**config.mk**
```make
export PLATFORM = sky130hd
export DESIGN_NAME = nbit_pipe_addsub
export DESIGN_NICKNAME = d
export VERILOG_FILES = /design/src/rtl/nbit_pipe_addsub.sv
export SDC_FILE = /design/constraint.sdc
export NUM_CORES = 1
export LEC_CHECK = 0
export ABC_AREA = 0
export ABC_CLOCK_PERIOD_IN_PS = 1900
export BUFFER_PORTS_ARGS = -buffer_cell sky130_fd_sc_hd__buf_4
export CORE_AREA = 2 2 86 88
export DETAILED_ROUTE_END_ITERATION = 12
export DIE_AREA = 0 0 88 90
export SLEW_MARGIN = 20
export SYNTH_ARGS = -nofsm -noshare
export SYNTH_HDL_FRONTEND = slang
export SYNTH_SLANG_ARGS = --single-unit
```
**constraint.sdc**
```tcl
create_clock -name clk -period 1.9 [get_ports clk]
set_clock_uncertainty 0.1 [all_clocks]
set_input_delay 0.38 -clock clk [delete_from_list [all_inputs] [get_ports clk]]
set_output_delay 0.38 -clock clk [all_outputs]
set_load 0.005 [all_outputs]
```
**src/rtl/nbit_pipe_addsub.sv**
```systemverilog
// Pipelined N-bit add/subtract: SEG segments, ripple carry/borrow registered between stages.
// Latency: SEG cycles from input handshake to out_valid; one beat per cycle when unstalled.
// Backpressure: per-stage elastic, bubbles collapse; in_ready drops only when every stage is full and the output is stalled.
module nbit_pipe_addsub #(
    parameter int N   = 8,
    parameter int SEG = 4
) (
    input  logic         clk,
    input  logic         rst_n,
    input  logic         in_valid,
    output logic         in_ready,
    input  logic [N-1:0] A,
    input  logic [N-1:0] B,
    input  logic         BI,
    input  logic         mode,
    output logic         out_valid,
    input  logic         out_ready,
    output logic [N-1:0] D,
    output logic         BO,
    output logic         OVF,
    output logic         Z
);
    localparam int W = N / SEG;

    // One beat as it moves down the pipe. Full operands travel along because the
    // final stage needs their sign bits for overflow; d accumulates finished segments
    // and c is the carry/borrow out of the most recently resolved segment.
    typedef struct packed {
        logic [N-1:0] a;
        logic [N-1:0] b;
        logic [N-1:0] d;
        logic         mode;
        logic         c;
        logic         ovf;
        logic         z;
    } beat_t;

    beat_t            st_q [SEG];
    logic [SEG-1:0]   vld_q;
    beat_t            src  [SEG];
    beat_t            nxt  [SEG];
    logic [SEG-1:0]   adv;
    logic [SEG-1:0]   load;

    // Flow control: walk back from the output; a stage is blocked only if its
    // successor is occupied and blocked, so empty stages always absorb upstream beats.
    always_comb begin
        logic blk;
        adv      = '0;
        load     = '0;
        in_ready = 1'b0;
        blk      = vld_q[SEG-1] && !out_ready;
        for (int k = SEG-1; k >= 0; k--) begin
            adv[k] = vld_q[k] && !blk;
            blk    = vld_q[k] && blk;
        end
        in_ready = !blk;
        load[0]  = in_valid && in_ready;
        for (int k = 1; k < SEG; k++) begin
            load[k] = adv[k-1];
        end
    end

    // Segment datapath: stage k resolves bits [k*W +: W] using the carry/borrow
    // handed over by its predecessor (stage 0 takes BI directly).
    always_comb begin
        logic [W:0] sum;
        sum         = '0;
        src[0]      = '0;
        src[0].a    = A;
        src[0].b    = B;
        src[0].mode = mode;
        src[0].c    = BI;
        for (int k = 1; k < SEG; k++) begin
            src[k] = st_q[k-1];
        end
        for (int k = 0; k < SEG; k++) begin
            if (src[k].mode) begin
                sum = {1'b0, src[k].a[k*W +: W]} + {1'b0, src[k].b[k*W +: W]}
                    + {{W{1'b0}}, src[k].c};
            end else begin
                // Negative segment result wraps, leaving bit W set as the borrow.
                sum = {1'b0, src[k].a[k*W +: W]} - {1'b0, src[k].b[k*W +: W]}
                    - {{W{1'b0}}, src[k].c};
            end
            nxt[k]              = src[k];
            nxt[k].d[k*W +: W]  = sum[W-1:0];
            nxt[k].c            = sum[W];
            // Only meaningful once the top segment is resolved (last stage).
            if (src[k].mode) begin
                nxt[k].ovf = (src[k].a[N-1] == src[k].b[N-1]) && (nxt[k].d[N-1] != src[k].a[N-1]);
            end else begin
                nxt[k].ovf = (src[k].a[N-1] != src[k].b[N-1]) && (nxt[k].d[N-1] != src[k].a[N-1]);
            end
            nxt[k].z = (nxt[k].d == '0);
        end
    end

    // Stage registers: a stage loads when its predecessor advances and empties when it
    // advances without being refilled; a reset drops every beat in flight.
    always_ff @(posedge clk or negedge rst_n) begin
        if (!rst_n) begin
            vld_q <= '0;
            for (int k = 0; k < SEG; k++) begin
                st_q[k] <= '0;
            end
        end else begin
            for (int k = 0; k < SEG; k++) begin
                vld_q[k] <= load[k] || (vld_q[k] && !adv[k]);
                if (load[k]) begin
                    st_q[k] <= nxt[k];
                end
            end
        end
    end

    assign out_valid = vld_q[SEG-1];
    assign D         = st_q[SEG-1].d;
    assign BO        = st_q[SEG-1].c;
    assign OVF       = st_q[SEG-1].ovf;
    assign Z         = st_q[SEG-1].z;

endmodule

```
# ---- Word-level counts from Yosys, hierarchy flattened
# Index checks and enable logic that the tools add are counted.
dict set report word_totals {
  reg_bits 81
  inputBits 22
  output_inout_bits 13
  elab_cells 75
}
dict set report classes {
  addsub 16
  eq_ne 3
  n_mux 5
  n_reduce_logical 31
}
# cell n
set ops {}
lappend ops {{1-bit logical AND} 16}
lappend ops {{2-bit by 2-bit adder with 3-bit output} 4}
lappend ops {{3-bit by 1-bit adder with 3-bit output} 4}
lappend ops {{3-bit 2-to-1 mux} 4}
lappend ops {{2-bit by 2-bit subtractor with 3-bit output} 4}
lappend ops {{3-bit by 1-bit subtractor with 3-bit output} 4}
lappend ops {{1-bit zero test} 10}
lappend ops {{8-bit zero test} 1}
lappend ops {{1-bit logical OR} 4}
lappend ops {{1-bit != test} 2}
lappend ops {{1-bit equality test} 1}
lappend ops {{1-bit 2-to-1 mux} 1}

# ---- Longest topological paths before layout
dict set report logic_depth {
  word_depth 10
  ltp_mapped 6
  depth_no_buf 6
}

# ---- Worst setup path after synthesis
# OpenSTA, ideal clock, no wires.
dict set report synth_timing {
  path_type {reg-to-reg}
  from {register st_q, in the netlist src[2]}
  to {register st_q, in the netlist OVF}
  setup_ns 0.095
  arrival_time_ns 1.795
  t_required_ns 1.705
  path_slack_ns -0.090
  path_stages_with_launch 7
  n_path_buf 0
  synth_period_minus_slack_ns 1.990
  path_cell_list {dfrtp_1 -> inv_1 -> fa_1 -> fa_1 -> mux2i_1 -> xnor2_1 -> o31ai_1}
}
dict set report synth_between {
  elab_chain_cells 5
  elab_cells_between_ends 7
  cone_classes {add/sub (2); eq/ne (1); mux (2); reduce/logical (2)}
}
# element line
set synth_rtl {}
lappend synth_rtl {{start, declared} 38} ;# beat_t st_q [SEG];
lappend synth_rtl {{start signal, assigned by index} 111} ;# st_q[k] <= nxt[k];
lappend synth_rtl {{3-bit by 1-bit subtractor with 3-bit output or 3-bit by 1-bit adder with 3-bit output (tied branches)} {84, 80}}
lappend synth_rtl {{3-bit 2-to-1 mux (*)} 78} ;# if (src[k].mode) begin
lappend synth_rtl {{1-bit != test (*)} {91, 93}}
lappend synth_rtl {{1-bit logical AND, on equally long branches} {93, 91}}
lappend synth_rtl {{1-bit 2-to-1 mux (*)} 90} ;# if (src[k].mode) begin
# Mark *: on every way between the ends. The rest lies on a longest branch, timed or not.
# A chain may end at the register's enable or synchronous reset.

# ---- Worst setup path in the final report
dict set report layout_timing {
  from {register st_q, in the netlist src[2]}
  to {register st_q, in the netlist D[7]}
}
dict set report layout_between {
  elab_chain_cells 2
  elab_cells_between_ends 3
  cone_classes {add/sub (2); mux (1)}
}
# element line
set layout_rtl {}
lappend layout_rtl {{3-bit by 1-bit subtractor with 3-bit output or 3-bit by 1-bit adder with 3-bit output (tied branches)} {84, 80}}
lappend layout_rtl {{3-bit 2-to-1 mux (*)} 78}
# Marks and branches as above.

==> reports/qor.yml <==
floorplanning:
  fp.dieW_um: 88
  io_pins: 35
  dieArea_sq_mm: 0.007920
  std_cell_rows: 31
  die_height_um: 90
  core_area_sq_mm: 0.007020
  initial_core_util_pct: 39.10
placed_design:
  port_buffers: 34
  dp.cells: 324
  post-place-ws_ps: -130.3
  dpl.hpwl_um: 2949
  gp_congestion: 0.6680
yosys:
  ys_types: 24
  ys_ff_latch: 57
  syn_avg_cell_area_sq_um: 14.52
  yosys_most_used_dff: "dfrtp_1"
  syn_nets: 228
  synth_top_cell_area_share_pct: 51.96
  synthTopCellsByArea: "dfrtp_1 (52%), mux2_2 (14%), fa_1 (12%)"
  synth_most_common_cell: "dfrtp_1"
  synth_edf_count: 0
  yosys.area.top_type: "dfrtp_1"
  postSynthCellCount: 189
  async_flop_share_pct: 100.0
  synth_warnings: 0
  synth.cell_area_sq_mm: 0.002745
  synth_commonest_cells: "dfrtp_1 (57), mux2_2 (35), inv_1 (29), fa_1 (16), mux2i_1 (14)"
  synth-seq-area-share_pct: 51.96
critical_path:
  worstPathCellList: "inv_2 -> fa_2 -> fa_1 -> mux2i_2 -> buf_4 -> mux2_2"
  r2r-end: "D[7]$_DFFE_PN0P_"
  critPathCaptureType: "flop"
  regToRegStartpoint: "src[2]$_DFFE_PN0P_"
  crit_end: "D[7]$_DFFE_PN0P_"
  crit_path_start_kind: "flop"
  reg2reg_depth: 6
  slowest_delay_ps: 500
  worst-r2r-setup-slack_ps: -120
  worstPathMaxFanout: 2
  worstPathRequired_ps: 2010
  critPathSlowestCell: "fa_1"
  cp_data_arrival_time_ps: 2140
  cp-startpoint: "src[2]$_DFFE_PN0P_"
  crit_type: "reg -> reg"
routing:
  routedWlPerCell_um: 12.07
  ant_nets: 0
  via_per_inst: 4.468
  drt-initial-drc-count: 82
  wl_um: 4128
  route.vias.total: 1528
  drc: 0
  firstDrtPassIters: 4
run_status:
  violations: "setup timing"
  status: "complete, but fails checks"
grt:
  grt.total_usage_pct: 11.93
  antenna_found_initial: 0
  grt_max_degree: 58
  grt_pass1_wl_um: 7245
  grt_pass1_vias: 1620
  overflow: 0
clock_tree:
  clk_latency_ps: 330
  htreeDepth: 3
  cts_sinks: 57
  path_clk_slew_ps: 60
  cts_tree: "yes"
  max-clock-path-buffers: 2
  cts_buffers: 9
  cts_root_buffer: "clkbuf_8"
  cts_hold_buf: 0
power:
  ir_drop_v: 0.0005441
  swShare_pct: 30.06
  power_mw: 4.445
  power_frac_comb_pct: 35.4
  pwr-share-seq_pct: 43.1
  p_int_mw: 3.109
  pwr-share-clk_pct: 21.4
  p_leak_nw: 1.585
  power.switching_mw: 1.336
  power_density_mw_per_mm2: 1328
finish:
  fin_util_pct: 47.67
  fin_cells: 342
  final_layout_size_suffix_gt1_share_pct: 47.74
  fillers: 637
  diodes: 0
  nNetsFinal: 279
  syn2layout_area_growth_pct: 21.92
sta:
  slew_viol_final: 0
  whs_ps: 3.563
  setup_violations: 3
  maxSlewHeadroom_pct: 53.36
  rsz0062_at_grt: "yes"
  tightest_slew_ps: 699.7
  period_minus_slack_ps: 2024
  fin_crit_sh_pct: 106.5
  max_freq_mhz: 494.1
  setup_slack_ps: -124.0
  hold_viol: 0
worst_hold_path:
  hold_class: "in -> async"
flow_run:
  max_cap_violations: 0
## registers in the layout (all words and copies together) (netlist names)
signal  count
vld_q       4
src         3
OVF         1
nxt        39
Z           1
D           8
BO          1
## area by class of cell
| cell class | instances | area [sq um] | share of cell area (%) |
|---|---|---|---|
| well taps | 99 | 123.9 | 3.701 |
| repair buffers | 44 | 342.8 | 10.24 |
| clock buffers | 14 | 162.7 | 4.860 |
| multi-input cells | 99 | 1181 | 35.29 |
| flip-flops and latches | 57 | 1428 | 42.65 |
| inverters | 29 | 108.9 | 3.252 |
## cell usage in the layout, fill, tap and decap left out
cell	Yosys	final
dfrtp_1	57	56
xnor2_1	2	2
clkbuf_8	0	11
dfrtp_2	0	1
nor3_1	1	1
mux2_4	8	8
nand2_1	4	4
clkbuf_1	0	3
o31ai_1	2	2
buf_4	0	43
ha_1	1	1
nor2_1	1	1
inv_1	29	24
a21o_2	1	1
nand4b_4	1	1
nand2b_1	2	2
mux2i_2	0	1
o21ai_2	1	1
fa_1	16	10
fa_2	0	6
buf_12	1	1
o21ai_0	6	6
mux2_2	35	35
inv_2	0	5
o21ai_4	1	1
or2_2	1	1
nand4_1	1	1
mux2i_1	14	13
nor2b_1	1	1
## worst min path at each step
stage / from / endpoint / slack (ps) / cells after the start
4_1_cts: rst_n / Z$_DFFE_PN0P_ / 30 / 1
6_report: rst_n / vld_q[2]$_DFF_PN0_ / 4 / 1
5_1_grt: rst_n / Z$_DFFE_PN0P_ / 50 / 1
2_1_floorplan: rst_n / BO$_DFFE_PN0P_ / -20 / 0
3_5_place_dp: rst_n / vld_q[2]$_DFF_PN0_ / 380 / 1
3_3_place_gp: rst_n / vld_q[2]$_DFF_PN0_ / 380 / 1
## power groups by stage
stage	combinational (mW)	clock, mW	sequential (mW)
finish	1.57	0.953	1.92
global route	1.80	1.03	1.98
CTS	1.59	0.993	1.93
detailed placement	1.51	0	1.94
global placement	1.46	0	1.93
floorplan	1.05	0	1.87
## stage by stage
stage | cell area (sq um) | TNS [ps]
after CTS | 3328 | -334.9
after global routing | 3347 | -635.1
after global placement | 3143 | -148.9
after detailed placement | 3143 | -322.9
final | 3347 | -249.5
after floorplan | 2754 | -7.362
## critical path: cells and delay by family (launching register included)
| family | cells | cell delay [ps] |
|---|---|---|
| fa+ha+maj | 2 | 880 |
| buf+inv | 2 | 210 |
| flops | 1 | 400 |
| mux | 2 | 320 |
## cell families (layout without fill, tap and decap cells)
group | Yosys count | count (layout) | share of synthesized area, %
buffers and inverters | 33 | 87 | 5.697
AND/OR/NAND/NOR | 12 | 12 | 2.871
AO/OA/AOI/OAI | 11 | 11 | 2.872
XOR/XNOR | 2 | 2 | 0.6382
multiplexers | 57 | 57 | 23.84
flip-flops | 57 | 57 | 51.96
adder cells (fa/ha/maj) | 17 | 17 | 12.12
## timing repair
action	CTS	global route
endpoints found under the setup margin	4	6
pin swaps	1	2
buffers inserted	2	2
gates cloned	0	0
gates resized for setup	5	4
## per-layer routing
metal  vias to the layer above  share of wire [%]  track usage, %
met5                         -                  0               0
met4                         0                2.4           6.154
met3                         9                4.4           3.857
met2                        30                 46           17.74
met1                       768                 47           15.42
li1                        721                  -               -
No activity file was read; power rests on OpenSTA's default activity.
